**src/rtl/nibble_serial_add_ctrl.sv**
```systemverilog
// Multi-cycle WIDTH-bit adder: one 4-bit ripple slice, one nibble per clock,
// least-significant nibble first, with the inter-nibble carry held in a flop.
//
// Ports:
//   clk    rising-edge clock
//   rst_n  asynchronous active-low reset
//   start  request, sampled only while idle
//   a, b   operands, captured on the accepting edge
//   cin    carry-in to nibble 0, captured on the accepting edge
//   busy   high while nibbles are being processed
//   done   one-cycle pulse, sum/ovf valid
//   sum    WIDTH+1 bit result, top bit is the final carry-out
//   ovf    two's-complement overflow of the final nibble
module nibble_serial_add_ctrl #(
    parameter int WIDTH = 16
) (
    input  logic             clk,
    input  logic             rst_n,
    input  logic             start,
    input  logic [WIDTH-1:0] a,
    input  logic [WIDTH-1:0] b,
    input  logic             cin,
    output logic             busy,
    output logic             done,
    output logic [WIDTH:0]   sum,
    output logic             ovf
);

    localparam int N  = WIDTH / 4;
    localparam int IW = (N > 1) ? $clog2(N) : 1;
    localparam logic [IW-1:0] LAST = IW'(N - 1);

    typedef enum logic [1:0] {
        S_IDLE,
        S_RUN,
        S_DONE
    } state_t;

    state_t           state_q;
    logic [WIDTH-1:0] a_q;
    logic [WIDTH-1:0] b_q;
    logic             carry_q;
    logic [IW-1:0]    idx_q;
    logic [WIDTH:0]   sum_q;
    logic             ovf_q;
    logic             busy_q;
    logic             done_q;

    logic [3:0] nib_a;
    logic [3:0] nib_b;
    logic [3:0] slc_s;
    logic [4:0] slc_c;

    // 4-bit ripple slice; slc_c[0] is fed from the carry flop so
    // every nibble, including nibble 0, honours its carry-in.
    always_comb begin
        nib_a    = a_q[4*idx_q +: 4];
        nib_b    = b_q[4*idx_q +: 4];
        slc_c    = '0;
        slc_s    = '0;
        slc_c[0] = carry_q;
        for (int i = 0; i < 4; i++) begin
            slc_s[i]   = nib_a[i] ^ nib_b[i] ^ slc_c[i];
            slc_c[i+1] = (nib_a[i] & nib_b[i])
                       | (slc_c[i] & (nib_a[i] ^ nib_b[i]));
        end
    end

    always_ff @(posedge clk or negedge rst_n) begin
        if (!rst_n) begin
            state_q <= S_IDLE;
            a_q     <= '0;
            b_q     <= '0;
            carry_q <= 1'b0;
            idx_q   <= '0;
            sum_q   <= '0;
            ovf_q   <= 1'b0;
            busy_q  <= 1'b0;
            done_q  <= 1'b0;
        end else begin
            unique case (state_q)
                S_IDLE: begin
                    if (start) begin
                        a_q     <= a;
                        b_q     <= b;
                        carry_q <= cin;
                        idx_q   <= '0;
                        sum_q   <= '0;
                        ovf_q   <= 1'b0;
                        busy_q  <= 1'b1;
                        state_q <= S_RUN;
                    end
                end
                S_RUN: begin
                    sum_q[4*idx_q +: 4] <= slc_s;
                    carry_q             <= slc_c[4];
                    if (idx_q == LAST) begin
                        // Overflow: carry into the MSB vs carry out of it.
                        sum_q[WIDTH] <= slc_c[4];
                        ovf_q        <= slc_c[3] ^ slc_c[4];
                        idx_q        <= '0;
                        busy_q       <= 1'b0;
                        done_q       <= 1'b1;
                        state_q      <= S_DONE;
                    end else begin
                        idx_q <= idx_q + 1'b1;
                    end
                end
                S_DONE: begin
                    done_q  <= 1'b0;
                    state_q <= S_IDLE;
                end
                default: begin
                    busy_q  <= 1'b0;
                    done_q  <= 1'b0;
                    state_q <= S_IDLE;
                end
            endcase
        end
    end

    assign busy = busy_q;
    assign done = done_q;
    assign sum  = sum_q;
    assign ovf  = ovf_q;

endmodule

```
**config.mk**
```make
export PLATFORM = sky130hd
export DESIGN_NAME = nibble_serial_add_ctrl
export DESIGN_NICKNAME = d
export VERILOG_FILES = /design/src/rtl/nibble_serial_add_ctrl.sv
export SDC_FILE = /design/constraint.sdc
export NUM_CORES = 1
export LEC_CHECK = 0
export CORE_MARGIN = 3
export CORE_UTILIZATION = 40
export DETAILED_ROUTE_END_ITERATION = 12
export MAX_ROUTING_LAYER = met4
export PLACE_DENSITY = 0.73
export SETUP_SLACK_MARGIN = 0.3
export SYNTH_ARGS = -nofsm -noshare
export SYNTH_HDL_FRONTEND = slang
export SYNTH_SLANG_ARGS = --single-unit
```
**constraint.sdc**
```tcl
create_clock -name clk -period 2.8 [get_ports clk]
set_clock_uncertainty 0.15 [all_clocks]
set_input_delay 0.56 -clock clk [delete_from_list [all_inputs] [get_ports clk]]
set_output_delay 0.56 -clock clk [all_outputs]
set_load 0.03 [all_outputs]
```
# ---- After elaboration in Yosys (flattened, before gate mapping)
# Cells that the tools add are included.
# W data, S select, Z words.
dict set report word_totals {
  regBits 57
  input_bits 36
}
dict set report classes {
  addsub 2
  n_eq_ne 5
  shift 4
  mux 20
  bitwise_logic 23
  reduce_logical 8
}
# operator count
set op_table {}
lappend op_table {{$neg A4 Y34} 1}
lappend op_table {{$pmux W17 S2} 1}
lappend op_table {{$shift A4 B34 Y17 const A} 1}
lappend op_table {{$shiftx A4 B34 Y17} 1}
lappend op_table {{$shiftx A16 B5 Y4} 2}
lappend op_table {{$bwmux W17} 1}
lappend op_table {{$mux W17} 1}
lappend op_table {{$xor A1 B1 Y1} 9}
lappend op_table {{$and A1 B1 Y1} 8}
lappend op_table {{$mux W2} 4}
lappend op_table {{$pmux W2 S2} 2}
lappend op_table {{$reduce_and A2 Y1} 4}
lappend op_table {{$mux W1} 7}
lappend op_table {{$pmux W1 S2} 3}
lappend op_table {{$reduce_and A3 Y1} 2}
lappend op_table {{$eq A2 B2 Y1 const B} 2}
lappend op_table {{$ne A2 B2 Y1 const B} 2}
lappend op_table {{$or A1 B1 Y1} 4}
lappend op_table {{$pmux W1 S3} 1}
lappend op_table {{$add A2 B1 Y2 const B} 1}
lappend op_table {{$eq A2 B1 Y1 const B} 1}
lappend op_table {{$logic_not A2 Y1} 1}
lappend op_table {{$not A1 Y1} 2}
lappend op_table {{$reduce_bool A2 Y1} 1}

# ---- Logic depth before layout (Yosys ltp)
dict set report depth {
  ltp_word 13
  depth_mapped 11
  depth_no_buf 10
}

# ---- Least setup slack after synthesis
# No wires, ideal clock.
dict set report synth_path {
  path_kind {register -> register}
  startpoint {reg idx_q[0]}
  endpoint {reg ovf_q (netlist: ovf)}
  setup_ns 0.125
  t_arrival_ns 2.720
  t_required_ns 2.525
  path_slack_ns -0.195
  stages_incl_launch_ff 11
  path_buffers 1
  cell_sequence {dfrtp_1 > buf_4 > mux4_2 > inv_1 > fa_1 > inv_1 > fa_1 > fa_1 > xnor2_1 > nor2_1 > mux2_2}
}
dict set report synth_via {
  elab_chain_cells 13
}
# item line
set synth_rtl {}
lappend synth_rtl {{start: declaration} 43} ;# logic [IW-1:0] idx_q;
lappend synth_rtl {{start signal: assignment} 106} ;# idx_q <= idx_q + 1'b1;
lappend synth_rtl {{$shiftx A16 B5 Y4 (on tied branches)} {57, 58}}
lappend synth_rtl {{$xor A1 B1 Y1} 65} ;# | (slc_c[i] & (nib_a[i] ^ nib_b[i]));
lappend synth_rtl {{$and A1 B1 Y1} 65}
lappend synth_rtl {{$or A1 B1 Y1} 65}
lappend synth_rtl {{$and A1 B1 Y1} 65}
lappend synth_rtl {{$or A1 B1 Y1} 65}
lappend synth_rtl {{$and A1 B1 Y1} 65}
lappend synth_rtl {{$or A1 B1 Y1} 65}
lappend synth_rtl {{$and A1 B1 Y1} 65}
lappend synth_rtl {{$or A1 B1 Y1} 65}
lappend synth_rtl {{$xor A1 B1 Y1} 100} ;# ovf_q <= slc_c[3] ^ slc_c[4];
lappend synth_rtl {{$mux W1} 97} ;# if (idx_q == LAST) begin
lappend synth_rtl {{$pmux W1 S2} 81} ;# unique case (state_q)
lappend synth_rtl {{end signal: assignment} 100}
lappend synth_rtl {{end: declaration} 45} ;# logic ovf_q;
# Parallel ways exist; a longest one is shown, timed or not. The select of a mux whose other input is x is not followed.
# A chain may end at the register's enable or synchronous reset.

# ---- Final worst setup path
# Same ends and word-level chain as after synthesis.

==> results by stage <==
STA:
- The worst-case headroom to the max-slew limit is 58.1%.
- The worst path in the final design needs a cycle of 2.85 ns, including I/O delays and setup.
- The peak clock frequency supported by timing is 351 MHz.
- The number of endpoints with negative hold slack in the final report is 0.
- The final clock period utilization by the worst path is 102%.
- Setup violations remaining at the end of the flow were counted as 1.
- The final critical-path setup slack is -0.0509 ns.
- The transition at the pin with the smallest max-transition slack is 0.629 ns.
- The max-slew violation total from the final report is 0.
- The final sum of negative setup slack is -0.0509 ns.
- Setup repair after global routing could not meet its margin everywhere.
- The worst slack on hold paths is 0.0889 ns.

Clocking:
- CTS placed an instance of sky130_fd_sc_hd__clkbuf_8 at the clock tree root.
- The clock sink count is 57.
- Clock-pin slew was measured on the worst setup and hold paths at ~0.060 ns.
- The worst-skew pair later-pin latency is 0.33 ns.
- The post-cts hold buffer count is 0.
- The number of clock buffers inserted by TritonCTS is 9.
- The clock passes through at most 2 buffers.
- TritonCTS built the clock tree.
- CTS built an H-tree with a depth of 3.

Route:
- In the routed layout, each cell is associated on average with a via count of 5.35.
- The final layout contains routed wiring with a total length of between 5000 and 6000 um.
- The count of antenna-violating nets left after detailed routing is 0.
- The pre-antenna-repair detailed-routing pass consisted of 4 iterations.
- The routed wirelength normalized by instance count is approximately 16 um.
- The detailed router placed 1,796 vias in this run.
- In this run, the number of DRC markers left after iteration 0 of detailed routing was 57.
- The number of remaining DRC errors is 0.

Floorplanning:
- The starting utilization of the core area is 41.6%.
- The die covers between 0.007 and 0.008 mm^2.
- The cell row count is 29.
- The floorplan step defined a core boundary enclosing roughly 0.0064 mm^2.
- From bottom edge to top edge, the die measures a little under 90 um.
- The die width is just under 90 um.
- The number of placed I/O pins is 56.

Worst hold path:
- The worst min-delay path class is in2async.

Global route:
- The global router's overall resource usage is 16.3%.
- The largest net degree at the start of global routing is 35.
- The number of global-route vias before repair is between 1,500 and 2,000.
- The final global-route overflow total is 0.
- The first-pass GRT wire length is about 9000 um.
- The initial antenna violation count came to 0.

Synthesis:
- Yosys mapped the design onto 37 distinct sky130hd cell types.
- The number of instances in the synthesized netlist is 187.
- The number of nets in the synthesized netlist is 231.
- Of the synthesized area, sequential elements account for 53.7%.
- Counting flops and latches in the post-synthesis netlist gives 57.
- A synthesized cell averages 14.2 um^2.
- During synthesis, Yosys emitted a total of 0 warnings.
- The synthesized netlist occupies a cell area of 0.00266 mm^2.

Setup path:
- The critical path start-end classification is reg2reg.
- The largest driver fanout on the critical path is 4.
- Counting cells, the worst reg-to-reg path comes to 10.
- The most critical setup path has its startpoint at idx_q[0].
- The worst setup path is launched from a register.
- The register-to-register setup slack is -0.05 ns.
- The critical path arrival is 2.92 ns.
- The element type at the critical path end is a register.
- The reg-to-reg critical path startpoint is idx_q[0].
- STA puts the critical path data required time at 2.87 ns.

Place:
- Detailed placement finished with a half-perimeter wire length of between 3000 and 4000 um.
- Input and output buffers added on the ports amount to 55.
- Including well taps, the total number of placed cells is 320.
- In this run the cell area measured after placement is 0.00334 mm^2.
- The final weighted congestion in routability-driven placement is approximately 0.9.

Finish:
- The count of cells in the finished layout, fillers not included, comes to 336.
- The number of fill cells is 533.
- The area added between synthesis and finish is 32.3%.
- The finished cells cover 0.00352 mm^2.
- The final layout contains 300 nets.
- The core occupancy in the finished layout is 55.1%.
- The fraction of layout instances using a drive strength above 1 is 28.2%.
- The number of inserted diodes is 0.

Run status:
- The run finished, with violations left.
- The checks that failed: negative setup slack.

Power:
- The maximum vdd drop is 0.649 mV.
- The total power divided by cell area is 1320 mW/mm^2.
- The standby leakage power is approximately 1.5 nW.

Flow run:
- The max-cap violation count is 0.
## routing by layer
metal  up-vias  global-route usage [%]  routed length, um
met1       890                    21.2               2430
met3        11                    5.87                389
li1        822                       -                  -
met5         -                       -                  0
met2        73                    22.9               2440
met4         0                    6.83                116
## registers in the layout, summed over array words and instances (netlist names)
signal / count
b_q: 16
state_q: 2
idx_q: 2
ovf: 1
done: 1
busy: 1
a_q: 16
sum: 17
carry_q: 1
## critical path, stage by stage, from the launching register on
cell                      delay (ns)
sky130_fd_sc_hd__dfrtp_2        0.41
sky130_fd_sc_hd__mux4_2         0.51
sky130_fd_sc_hd__inv_1          0.08
sky130_fd_sc_hd__fa_2           0.19
sky130_fd_sc_hd__fa_1           0.15
sky130_fd_sc_hd__inv_1          0.05
sky130_fd_sc_hd__fa_2           0.36
sky130_fd_sc_hd__fa_2           0.36
sky130_fd_sc_hd__xnor2_1        0.15
sky130_fd_sc_hd__nor2_1         0.06
sky130_fd_sc_hd__mux2_2         0.25
## placed cells by master, fill, tap and decap left out, types with 2 or more instances in the layout
cell,n
sky130_fd_sc_hd__a21oi_1,2
sky130_fd_sc_hd__clkdlybuf4s50_1,54
sky130_fd_sc_hd__buf_12,2
sky130_fd_sc_hd__inv_1,10
sky130_fd_sc_hd__clkbuf_8,10
sky130_fd_sc_hd__mux4_2,8
sky130_fd_sc_hd__nor2_1,6
sky130_fd_sc_hd__nand2b_1,4
sky130_fd_sc_hd__mux2_1,2
sky130_fd_sc_hd__o21ai_0,2
sky130_fd_sc_hd__mux2_2,32
sky130_fd_sc_hd__ha_1,4
sky130_fd_sc_hd__nor3_1,2
sky130_fd_sc_hd__a32o_1,2
sky130_fd_sc_hd__and4_1,2
sky130_fd_sc_hd__dfrtp_1,56
sky130_fd_sc_hd__a2bb2oi_1,2
sky130_fd_sc_hd__clkbuf_1,3
sky130_fd_sc_hd__fa_2,3
sky130_fd_sc_hd__nand2_1,5
sky130_fd_sc_hd__buf_4,7
sky130_fd_sc_hd__nor2b_1,3
sky130_fd_sc_hd__a22o_1,14
sky130_fd_sc_hd__a21o_1,3
## kinds of logic (layout without fill, tap and decap cells)
group,count (synthesis),after routing,synth area share [%]
XOR/XNOR,1,1,0.330
flip-flops,57,57,53.7
AND/OR/NAND/NOR,30,30,7.06
AO/OA/AOI/OAI,31,31,9.23
adder cells (fa/ha/maj),8,8,4.90
buffers and inverters,18,90,3.63
multiplexers,42,42,21.2
## synthesized netlist by cell type
master	number	area, um^2
sky130_fd_sc_hd__inv_1	11	41.3
sky130_fd_sc_hd__nand2b_1	4	25.0
sky130_fd_sc_hd__o21bai_1	1	7.51
sky130_fd_sc_hd__nand3b_1	1	7.51
sky130_fd_sc_hd__a21oi_1	2	10.0
sky130_fd_sc_hd__a22oi_1	1	7.51
sky130_fd_sc_hd__buf_6	3	33.8
sky130_fd_sc_hd__nor2_1	6	22.5
sky130_fd_sc_hd__or2_2	1	6.26
sky130_fd_sc_hd__buf_2	2	10.0
sky130_fd_sc_hd__nor3b_2	1	12.5
sky130_fd_sc_hd__xnor2_1	1	8.76
sky130_fd_sc_hd__fa_1	4	80.1
sky130_fd_sc_hd__dfrtp_1	57	1430
sky130_fd_sc_hd__buf_4	1	7.51
sky130_fd_sc_hd__o41ai_1	1	8.76
sky130_fd_sc_hd__a2bb2oi_1	2	17.5
sky130_fd_sc_hd__and4_1	2	17.5
sky130_fd_sc_hd__a21o_1	3	22.5
sky130_fd_sc_hd__mux2_2	32	360
sky130_fd_sc_hd__a32o_1	2	20.0
sky130_fd_sc_hd__nor4_1	1	6.26
sky130_fd_sc_hd__and3b_1	1	8.76
sky130_fd_sc_hd__nor2_2	1	6.26
sky130_fd_sc_hd__mux4_2	8	180
sky130_fd_sc_hd__mux2_1	2	22.5
sky130_fd_sc_hd__clkbuf_1	1	3.75
sky130_fd_sc_hd__a22o_1	14	123
sky130_fd_sc_hd__nor2b_1	3	18.8
sky130_fd_sc_hd__a31oi_1	1	6.26
sky130_fd_sc_hd__o21ai_0	3	15.0
sky130_fd_sc_hd__nor3_1	2	10.0
sky130_fd_sc_hd__o31ai_1	1	7.51
sky130_fd_sc_hd__ha_1	4	50.1
sky130_fd_sc_hd__nand2_1	5	18.8
sky130_fd_sc_hd__or3b_2	1	8.76
sky130_fd_sc_hd__nor3b_4	1	18.8
## timing repair
item,4_1_cts,5_1_grt
setup endpoints to repair,11,11
setup buffers,1,1
resized for setup,3,0
pin swaps,9,0
## final cells by class
| type | instances | area, um^2 | share of cell area (%) |
|---|---|---|---|
| sequential | 57 | 1430 | 40.6 |
| multi-input combinational | 112 | 1150 | 32.6 |
| timing repair buffer | 65 | 649 | 18.5 |
| clock buffer | 13 | 149 | 4.23 |
| tap | 77 | 96.3 | 2.74 |
| inverter | 11 | 41.3 | 1.17 |
| clock inverter | 1 | 5.00 | 0.142 |
## report_power, final
part	total (W)	leakage [nW]	internal (W)	switching (W)
Combinational	0.00256	0.718	0.00130	0.00126
Clock	0.000629	0.0794	0.000334	0.000294
Sequential	0.00147	0.706	0.00121	0.000260
Total	0.00466	1.50	0.00284	0.00181
## stage by stage
step	worst slack [ns]	total power (W)
4_1_cts	-0.0561	0.00465
2_1_floorplan	0.0145	0.00318
3_5_place_dp	-0.0417	0.00396
3_3_place_gp	-0.00678	0.00390
6_report	-0.0509	0.00466
5_1_grt	-0.148	0.00501
## path summary, 6_finish.rpt
kind,end
max,ovf
min reg2reg,b_q[5]
min in group clk,b_q[5]
max in group asynchronous,idx_q[0]
max reg2reg,ovf
min,done
Note: power is estimated with default switching activity, not from simulation.
